## config.mk

```make
export PLATFORM = sky130hd
export DESIGN_NAME = mem_pattern_tester_flat
export DESIGN_NICKNAME = d
export VERILOG_FILES = /design/src/rtl/mem_test_pkg.sv /design/src/rtl/mem_pattern_tester_if.sv /design/src/rtl/lfsr_gen.sv /design/src/rtl/mem_pattern_tester.sv /design/src/flat_wrapper.sv
export SDC_FILE = /design/constraint.sdc
export NUM_CORES = 1
export LEC_CHECK = 0
export ABC_AREA = 1
export CAP_MARGIN = 10
export CORE_MARGIN = 2
export CORE_UTILIZATION = 53
export DETAILED_ROUTE_END_ITERATION = 10
export PLACE_DENSITY = 0.81
export SETUP_SLACK_MARGIN = 0.1
export SYNTH_ARGS = -nofsm -noshare
export SYNTH_HDL_FRONTEND = slang
export SYNTH_HIERARCHICAL = 1
export SYNTH_SLANG_ARGS = --single-unit
```

## constraint.sdc

```tcl
create_clock -name clk -period 2.9 [get_ports clk]
set_input_delay 0.435 -clock clk [delete_from_list [all_inputs] [get_ports clk]]
set_output_delay 0.435 -clock clk [all_outputs]
set_load 0.01 [all_outputs]
```

## src/rtl/mem_test_pkg.sv

```systemverilog
// Shared types for the memory pattern tester: pattern modes, FSM states and LFSR taps.
package mem_test_pkg;

  typedef enum logic [1:0] {
    MODE_ADDR     = 2'd0,
    MODE_ADDR_INV = 2'd1,
    MODE_LFSR     = 2'd2,
    MODE_CHECKER  = 2'd3
  } mode_e;

  typedef enum logic [1:0] {
    ST_IDLE  = 2'd0,
    ST_WRITE = 2'd1,
    ST_READ  = 2'd2,
    ST_DONE  = 2'd3
  } state_e;

  // Right-shifting Galois tap masks for maximal-length sequences.
  function automatic logic [31:0] lfsr_taps(input int dw);
    case (dw)
      8:       return 32'h0000_00B8;
      32:      return 32'h8020_0003;
      default: return 32'h0000_B400;
    endcase
  endfunction

endpackage

```

## src/rtl/mem_pattern_tester_if.sv

```systemverilog
// Generic single-outstanding req/ack memory port; the tester is master, the RAM is slave.
interface mem_pattern_tester_if #(
  parameter int AW = 20,
  parameter int DW = 16
) ();

  logic          mem_req;
  logic          mem_we;
  logic [AW-1:0] mem_addr;
  logic [DW-1:0] mem_wdata;
  logic          mem_ack;
  logic [DW-1:0] mem_rdata;

  modport master (
    output mem_req, mem_we, mem_addr, mem_wdata,
    input  mem_ack, mem_rdata
  );

  modport slave (
    input  mem_req, mem_we, mem_addr, mem_wdata,
    output mem_ack, mem_rdata
  );

endinterface

```

## src/rtl/lfsr_gen.sv

```systemverilog
// DW-bit Galois LFSR; load reseeds with SEED^seed_xor (zero forced to 1), step advances once.
// Latency: value updates the cycle after load/step; load wins over step; no backpressure.
module lfsr_gen
  import mem_test_pkg::*;
#(
  parameter int          DW   = 16,
  parameter logic [31:0] SEED = 32'hACE1
) (
  input  logic          clk,
  input  logic          resetn,
  input  logic          load,
  input  logic          step,
  input  logic [DW-1:0] seed_xor,
  output logic [DW-1:0] value
);

  localparam logic [DW-1:0] TAPS   = DW'(lfsr_taps(DW));
  localparam logic [DW-1:0] SEED_W = DW'(SEED);

  logic [DW-1:0] seed_val;

  // An all-zero state would lock the register, so it is replaced by 1.
  always_comb begin
    seed_val = SEED_W ^ seed_xor;
    if (seed_val == '0) seed_val = DW'(1);
  end

  always_ff @(posedge clk or negedge resetn) begin
    if (!resetn) begin
      value <= '0;
    end else if (load) begin
      value <= seed_val;
    end else if (step) begin
      value <= (value >> 1) ^ (value[0] ? TAPS : '0);
    end
  end

endmodule

```

## src/rtl/mem_pattern_tester.sv

```systemverilog
// Memory self-test: PASSES x (fill 2**AW words with a pattern, read back, compare); reports result.
// Latency: 2*PASSES*2**AW acks, done one cycle after the last ack; each request is held until mem_ack.
module mem_pattern_tester
  import mem_test_pkg::*;
#(
  parameter int          AW     = 20,
  parameter int          DW     = 16,
  parameter int          PASSES = 2,
  parameter int          ECW    = 16,
  parameter logic [31:0] SEED   = 32'hACE1
) (
  input  logic                 clk,
  input  logic                 resetn,
  input  logic                 start,
  input  logic [1:0]           mode,
  mem_pattern_tester_if.master mem,
  output logic                 busy,
  output logic                 done,
  output logic                 passed,
  output logic [ECW-1:0]       err_count,
  output logic [AW-1:0]        first_err_addr,
  output logic [DW-1:0]        first_err_data
);

  localparam int            PW        = (PASSES > 1) ? $clog2(PASSES) : 1;
  localparam logic [PW-1:0] LAST_PASS = PW'(PASSES - 1);

  state_e        state;
  mode_e         mode_q;
  logic [PW-1:0] pass_q;
  logic [AW-1:0] addr_q;
  logic          req_q;
  logic          we_q;
  logic          err_seen;

  logic [DW-1:0] pat;
  logic [DW-1:0] addr_pat;
  logic [DW-1:0] lfsr_val;
  logic [DW-1:0] lfsr_seed_xor;
  logic          lfsr_load;
  logic          lfsr_step;
  logic          acked;
  logic          addr_last;
  logic          is_last_pass;
  logic          miss;
  logic          idle_start;

  // req_q is high exactly in WRITE/READ, so it also filters stray acks.
  assign acked        = req_q && mem.mem_ack;
  assign addr_last    = (addr_q == '1);
  assign is_last_pass = (pass_q == LAST_PASS);
  assign miss         = (state == ST_READ) && acked && (mem.mem_rdata != pat);
  assign idle_start   = ((state == ST_IDLE) || (state == ST_DONE)) && start;

  assign mem.mem_req   = req_q;
  assign mem.mem_we    = we_q;
  assign mem.mem_addr  = addr_q;
  assign mem.mem_wdata = pat;

  always_comb begin
    addr_pat = DW'(addr_q);
    pat      = '0;
    case (mode_q)
      MODE_ADDR:     pat = addr_pat ^ {DW{pass_q[0]}};
      MODE_ADDR_INV: pat = ~(addr_pat ^ {DW{pass_q[0]}});
      MODE_LFSR:     pat = lfsr_val;
      MODE_CHECKER:  pat = (addr_q[0] ^ pass_q[0]) ? {DW/2{2'b10}} : {DW/2{2'b01}};
      default:       pat = '0;
    endcase
  end

  // Reseed on entry to every phase so READ replays the exact WRITE sequence.
  always_comb begin
    lfsr_load     = 1'b0;
    lfsr_seed_xor = '0;
    lfsr_step     = acked;
    if (idle_start) begin
      lfsr_load = 1'b1;
    end else if (acked && addr_last) begin
      if (state == ST_WRITE) begin
        lfsr_load     = 1'b1;
        lfsr_seed_xor = DW'(pass_q);
      end else if (!is_last_pass) begin
        lfsr_load     = 1'b1;
        lfsr_seed_xor = DW'(pass_q + PW'(1));
      end
    end
  end

  lfsr_gen #(
    .DW   (DW),
    .SEED (SEED)
  ) u_lfsr (
    .clk      (clk),
    .resetn   (resetn),
    .load     (lfsr_load),
    .step     (lfsr_step),
    .seed_xor (lfsr_seed_xor),
    .value    (lfsr_val)
  );

  always_ff @(posedge clk or negedge resetn) begin
    if (!resetn) begin
      state          <= ST_IDLE;
      mode_q         <= MODE_ADDR;
      pass_q         <= '0;
      addr_q         <= '0;
      req_q          <= 1'b0;
      we_q           <= 1'b0;
      err_seen       <= 1'b0;
      busy           <= 1'b0;
      done           <= 1'b0;
      passed         <= 1'b0;
      err_count      <= '0;
      first_err_addr <= '0;
      first_err_data <= '0;
    end else begin
      case (state)
        ST_IDLE, ST_DONE: begin
          if (start) begin
            mode_q         <= mode_e'(mode);
            pass_q         <= '0;
            addr_q         <= '0;
            req_q          <= 1'b1;
            we_q           <= 1'b1;
            err_seen       <= 1'b0;
            busy           <= 1'b1;
            done           <= 1'b0;
            passed         <= 1'b0;
            err_count      <= '0;
            first_err_addr <= '0;
            first_err_data <= '0;
            state          <= ST_WRITE;
          end
        end
        ST_WRITE: begin
          if (acked) begin
            addr_q <= addr_q + AW'(1);
            if (addr_last) begin
              we_q  <= 1'b0;
              state <= ST_READ;
            end
          end
        end
        ST_READ: begin
          if (acked) begin
            if (miss) begin
              if (err_count != '1) err_count <= err_count + ECW'(1);
              if (!err_seen) begin
                err_seen       <= 1'b1;
                first_err_addr <= addr_q;
                first_err_data <= mem.mem_rdata;
              end
            end
            addr_q <= addr_q + AW'(1);
            if (addr_last) begin
              if (is_last_pass) begin
                req_q  <= 1'b0;
                busy   <= 1'b0;
                done   <= 1'b1;
                passed <= !err_seen && !miss;
                state  <= ST_DONE;
              end else begin
                pass_q <= pass_q + PW'(1);
                we_q   <= 1'b1;
                state  <= ST_WRITE;
              end
            end
          end
        end
        default: state <= ST_IDLE;
      endcase
    end
  end

endmodule

```

## src/flat_wrapper.sv

```systemverilog
// flat-port wrapper written by rule: the top's interface ports become plain ports
module mem_pattern_tester_flat import mem_test_pkg::*;
#(
  parameter int          AW     = 20,
  parameter int          DW     = 16,
  parameter int          PASSES = 2,
  parameter int          ECW    = 16,
  parameter logic [31:0] SEED   = 32'hACE1
)
  (clk, resetn, start, mode, busy, done, passed, err_count, first_err_addr, first_err_data, mem_mem_req, mem_mem_we, mem_mem_addr, mem_mem_wdata, mem_mem_ack, mem_mem_rdata);
  mem_pattern_tester_if #(.AW(AW), .DW(DW)) mem_i ();
  input  logic clk;
  input  logic resetn;
  input  logic start;
  input  logic [1:0] mode;
  output logic busy;
  output logic done;
  output logic passed;
  output logic [ECW-1:0] err_count;
  output logic [AW-1:0] first_err_addr;
  output logic [DW-1:0] first_err_data;
  output wire logic [$bits(mem_i.mem_req)-1:0] mem_mem_req;
  output wire logic [$bits(mem_i.mem_we)-1:0] mem_mem_we;
  output wire logic [$bits(mem_i.mem_addr)-1:0] mem_mem_addr;
  output wire logic [$bits(mem_i.mem_wdata)-1:0] mem_mem_wdata;
  input wire logic [$bits(mem_i.mem_ack)-1:0] mem_mem_ack;
  input wire logic [$bits(mem_i.mem_rdata)-1:0] mem_mem_rdata;
  assign mem_mem_req = mem_i.mem_req;
  assign mem_mem_we = mem_i.mem_we;
  assign mem_mem_addr = mem_i.mem_addr;
  assign mem_mem_wdata = mem_i.mem_wdata;
  assign mem_i.mem_ack = mem_mem_ack;
  assign mem_i.mem_rdata = mem_mem_rdata;
  mem_pattern_tester #(.AW(AW), .DW(DW), .PASSES(PASSES), .ECW(ECW), .SEED(SEED)) u_core (.clk(clk), .resetn(resetn), .start(start), .mode(mode), .mem(mem_i), .busy(busy), .done(done), .passed(passed), .err_count(err_count), .first_err_addr(first_err_addr), .first_err_data(first_err_data));
endmodule
```

==> results.cfg <==
[drt]
vias_per_cell = 5.33
drc = 0
drt-total-wl_mm = 17.6
ant_nets = 0
vias = 6475
routedWlPerCell_um = 14.5
detail_route.iter0.violations = 603
first_pass_iters = 6

[synth]
synth_seq_cells = 98
synth_edf_count = 0
synth_ff_type = dfrtp_1
syn_avg_cell_area_um2 = 6.67
ys.warnings.count = 6
synth_area_um2 = 6160
yosysUniqueCellTypes = 45
syn_inst = 923
async_flop_share_pct = 100
yosysSeqAreaShare_pct = 39.8

[timing]
rsz0062_at_grt = no
setup_tns_ns = 0
fin_crit_ns = 2.71
hold_viol = 0
finalCritPeriodShare_pct = 93.3
worst_pin_slew_ns = 0.760
max_freq_mhz = 370
relSlewSlack_pct = 49.3
setup_violations = 0
slew_viol_final = 0
clock_skew_ns = 0.00890

[grt]
grt_pass1_vias = 5680
grt_pass1_wl_mm = 28.4
grt_usage_pct = 28.1
grt_max_degree = 51
grt.overflow.total = 0
grt_antenna_before_repair = 0

[cells_and_area]
antennaDiodeCount = 0
layout-drive-gt1-share_pct = 6.07
utilization_pct = 69.8
final_common_cell = nand2_1
final_area_um2 = 7940
nNetsFinal = 1094
area_growth_pct = 29.0
final_cell_mix = nand2_1, inv_1, clkdlybuf4s50_1

[pwr]
powerDensity_nw_per_um2 = 326
p_leak_nw = 4.23
vdd_drop_max_v = 0.000286

[place]
port_buffers = 114
dpl_cell_area_um2 = 7520
gp_congestion = 0.945
hpwl_mm = 12.3

[worst_setup_path]
rrSetupSlack_ns = 0.21
critPathMaxFanout = 8
r2r-end = u_core/u_lfsr/value[1]
cp_data_required_time_ns = 2.47
rr_worst_depth = 9
path_class = reg -> out
worst_setup_path_start_kind = register
crit_arrival_ns = 2.27
worst_setup_path_end_kind = output port
r2r-start = u_core/mem.mem_addr[0]

[floorplanning]
rows = 39
chipHeight_um = 112
start_util_pct = 54.1
die-width_um = 112
dieArea_um2 = 12500
core-area_um2 = 11400
io_pins = 115

[cts]
cts_tree = built
ctsRootBufferMaster = clkbuf_16
htreeDepth = 3
cts_buffers = 9
clk-insertion-delay-late_ns = 0.35
cts_max_path_buffers = 2
cts.sinks = 98
path_clk_slew_ns = 0.07
postCtsHoldBufs = 0

[run_status]
outcome = complete, no violations

[job]
drv_cap = 0

[min_path]
timing.hold.worst.class = in -> async
## Yosys cell counts (2+ instances only)
library cell / instances / share of area, %
inv_1: 114 / 7.0
buf_6: 8 / 1.5
nand3b_1: 11 / 1.3
o21ai_0: 42 / 3.4
inv_2: 4 / 0.24
buf_2: 9 / 0.73
nand4_1: 9 / 0.91
xor2_1: 2 / 0.28
xnor2_1: 5 / 0.71
a211oi_1: 4 / 0.49
a21oi_1: 29 / 2.4
a31oi_1: 2 / 0.20
clkbuf_1: 10 / 0.61
ha_1: 6 / 1.2
buf_4: 3 / 0.37
nor2_1: 78 / 4.8
nand2_1: 348 / 21
nand3_1: 95 / 7.7
nor3_1: 13 / 1.1
a21oi_2: 4 / 0.57
o21ai_1: 3 / 0.24
a21boi_1: 2 / 0.24
dfrtp_1: 98 / 40
nand2_4: 3 / 0.55
## report_power, final
| group | total (mW) | leakage, nW | switching, mW | internal, mW |
|---|---|---|---|---|
| sequential | 1.37 | 1.29 | 0 | 1.37 |
| clock | 1.12 | 0.131 | 0.516 | 0.601 |
| combinational | 0.104 | 2.81 | 0.0614 | 0.0423 |
| total | 2.59 | 4.23 | 0.578 | 2.01 |
## cells by family (layout without fill, tap and decap cells)
group                    count (synthesis)  count (layout)  synth area share (%)
buffers and inverters                  152             271                  10.7
AND/OR/NAND/NOR                        566             568                  38.8
XOR/XNOR                                 7               7                 0.996
adder cells (fa/ha/maj)                  6               6                  1.22
AO/OA/AOI/OAI                           93              93                  8.41
flip-flops                              98              98                  39.8
other                                    1              28                0.0609
## per-layer routing
metal  up-vias  wire length (um)  GRT usage (%)
met5         -                 0              0
met4         0               579           9.55
met3        41              1480           3.27
met2       313              7870           44.0
met1      2957              7690           40.6
li1       3164                 -              -
## sequential cells by signal, summed over array words and instances, names as in the netlist
| signal | flops |
|---|---|
| u_core/first_err_addr | 20 |
| u_core/mem.mem_addr | 20 |
| u_core/err_count | 16 |
| u_core/first_err_data | 16 |
| u_core/u_lfsr/value | 16 |
| u_core/mode_q | 2 |
| u_core/state | 2 |
| u_core/done | 1 |
| u_core/err_seen | 1 |
| u_core/is_last_pass | 1 |
| u_core/mem.mem_req | 1 |
| u_core/mem.mem_we | 1 |
| u_core/passed | 1 |
## repair_timing
item / CTS / global route
setup endpoints to repair: 0 / 60
buffers inserted: 0 / 4
resized for setup: 0 / 20
## layout make-up
| type | instances | area (um^2) |
|---|---|---|
| clock buffer | 11 | 243 |
| clock inverter | 5 | 30.0 |
| fill | 971 | 3430 |
| inverter | 120 | 459 |
| multi-input combinational | 702 | 3240 |
| sequential | 98 | 2450 |
| tap | 143 | 179 |
| timing repair buffer | 135 | 1340 |
## stage by stage
stage	total power, mW	hold slack (ns)	cells	setup WS (ns)
floorplan	1.42	0.139	950	0.649
global placement	1.50	0.456	1192	0.108
detailed placement	1.50	0.460	1192	0.0334
CTS	2.60	0.140	1208	0.101
global route	2.67	0.164	1214	0.0342
finish	2.59	0.108	1214	0.194
## how the worst max path moves through the flow
stage / start / endpoint / slack [ns] / cells past startpoint
2_1_floorplan: u_core/state[0] / u_core/mem.mem_addr[13] / 0.65 / 14
3_3_place_gp: mem_mem_ack / u_core/err_count[10] / 0.11 / 8
3_5_place_dp: mem_mem_ack / u_core/err_count[6] / 0.03 / 8
4_1_cts: u_core/err_count[0] / u_core/err_count[15] / 0.10 / 13
5_1_grt: u_core/is_last_pass / u_core/err_count[15] / 0.03 / 16
6_report: u_core/is_last_pass / mem_mem_wdata[5] / 0.19 / 8
## critical path, cell delays in order, from the launching register on
cell             delay [ns]
dfrtp_1                0.43
clkinvlp_4             0.23
nand2_1                0.12
nand2_1                0.12
nand2_1                0.16
nand2_1                0.12
o21ai_2                0.21
inv_1                  0.06
clkdlybuf4s50_1        0.47
No activity file was read; power rests on OpenSTA's default activity.
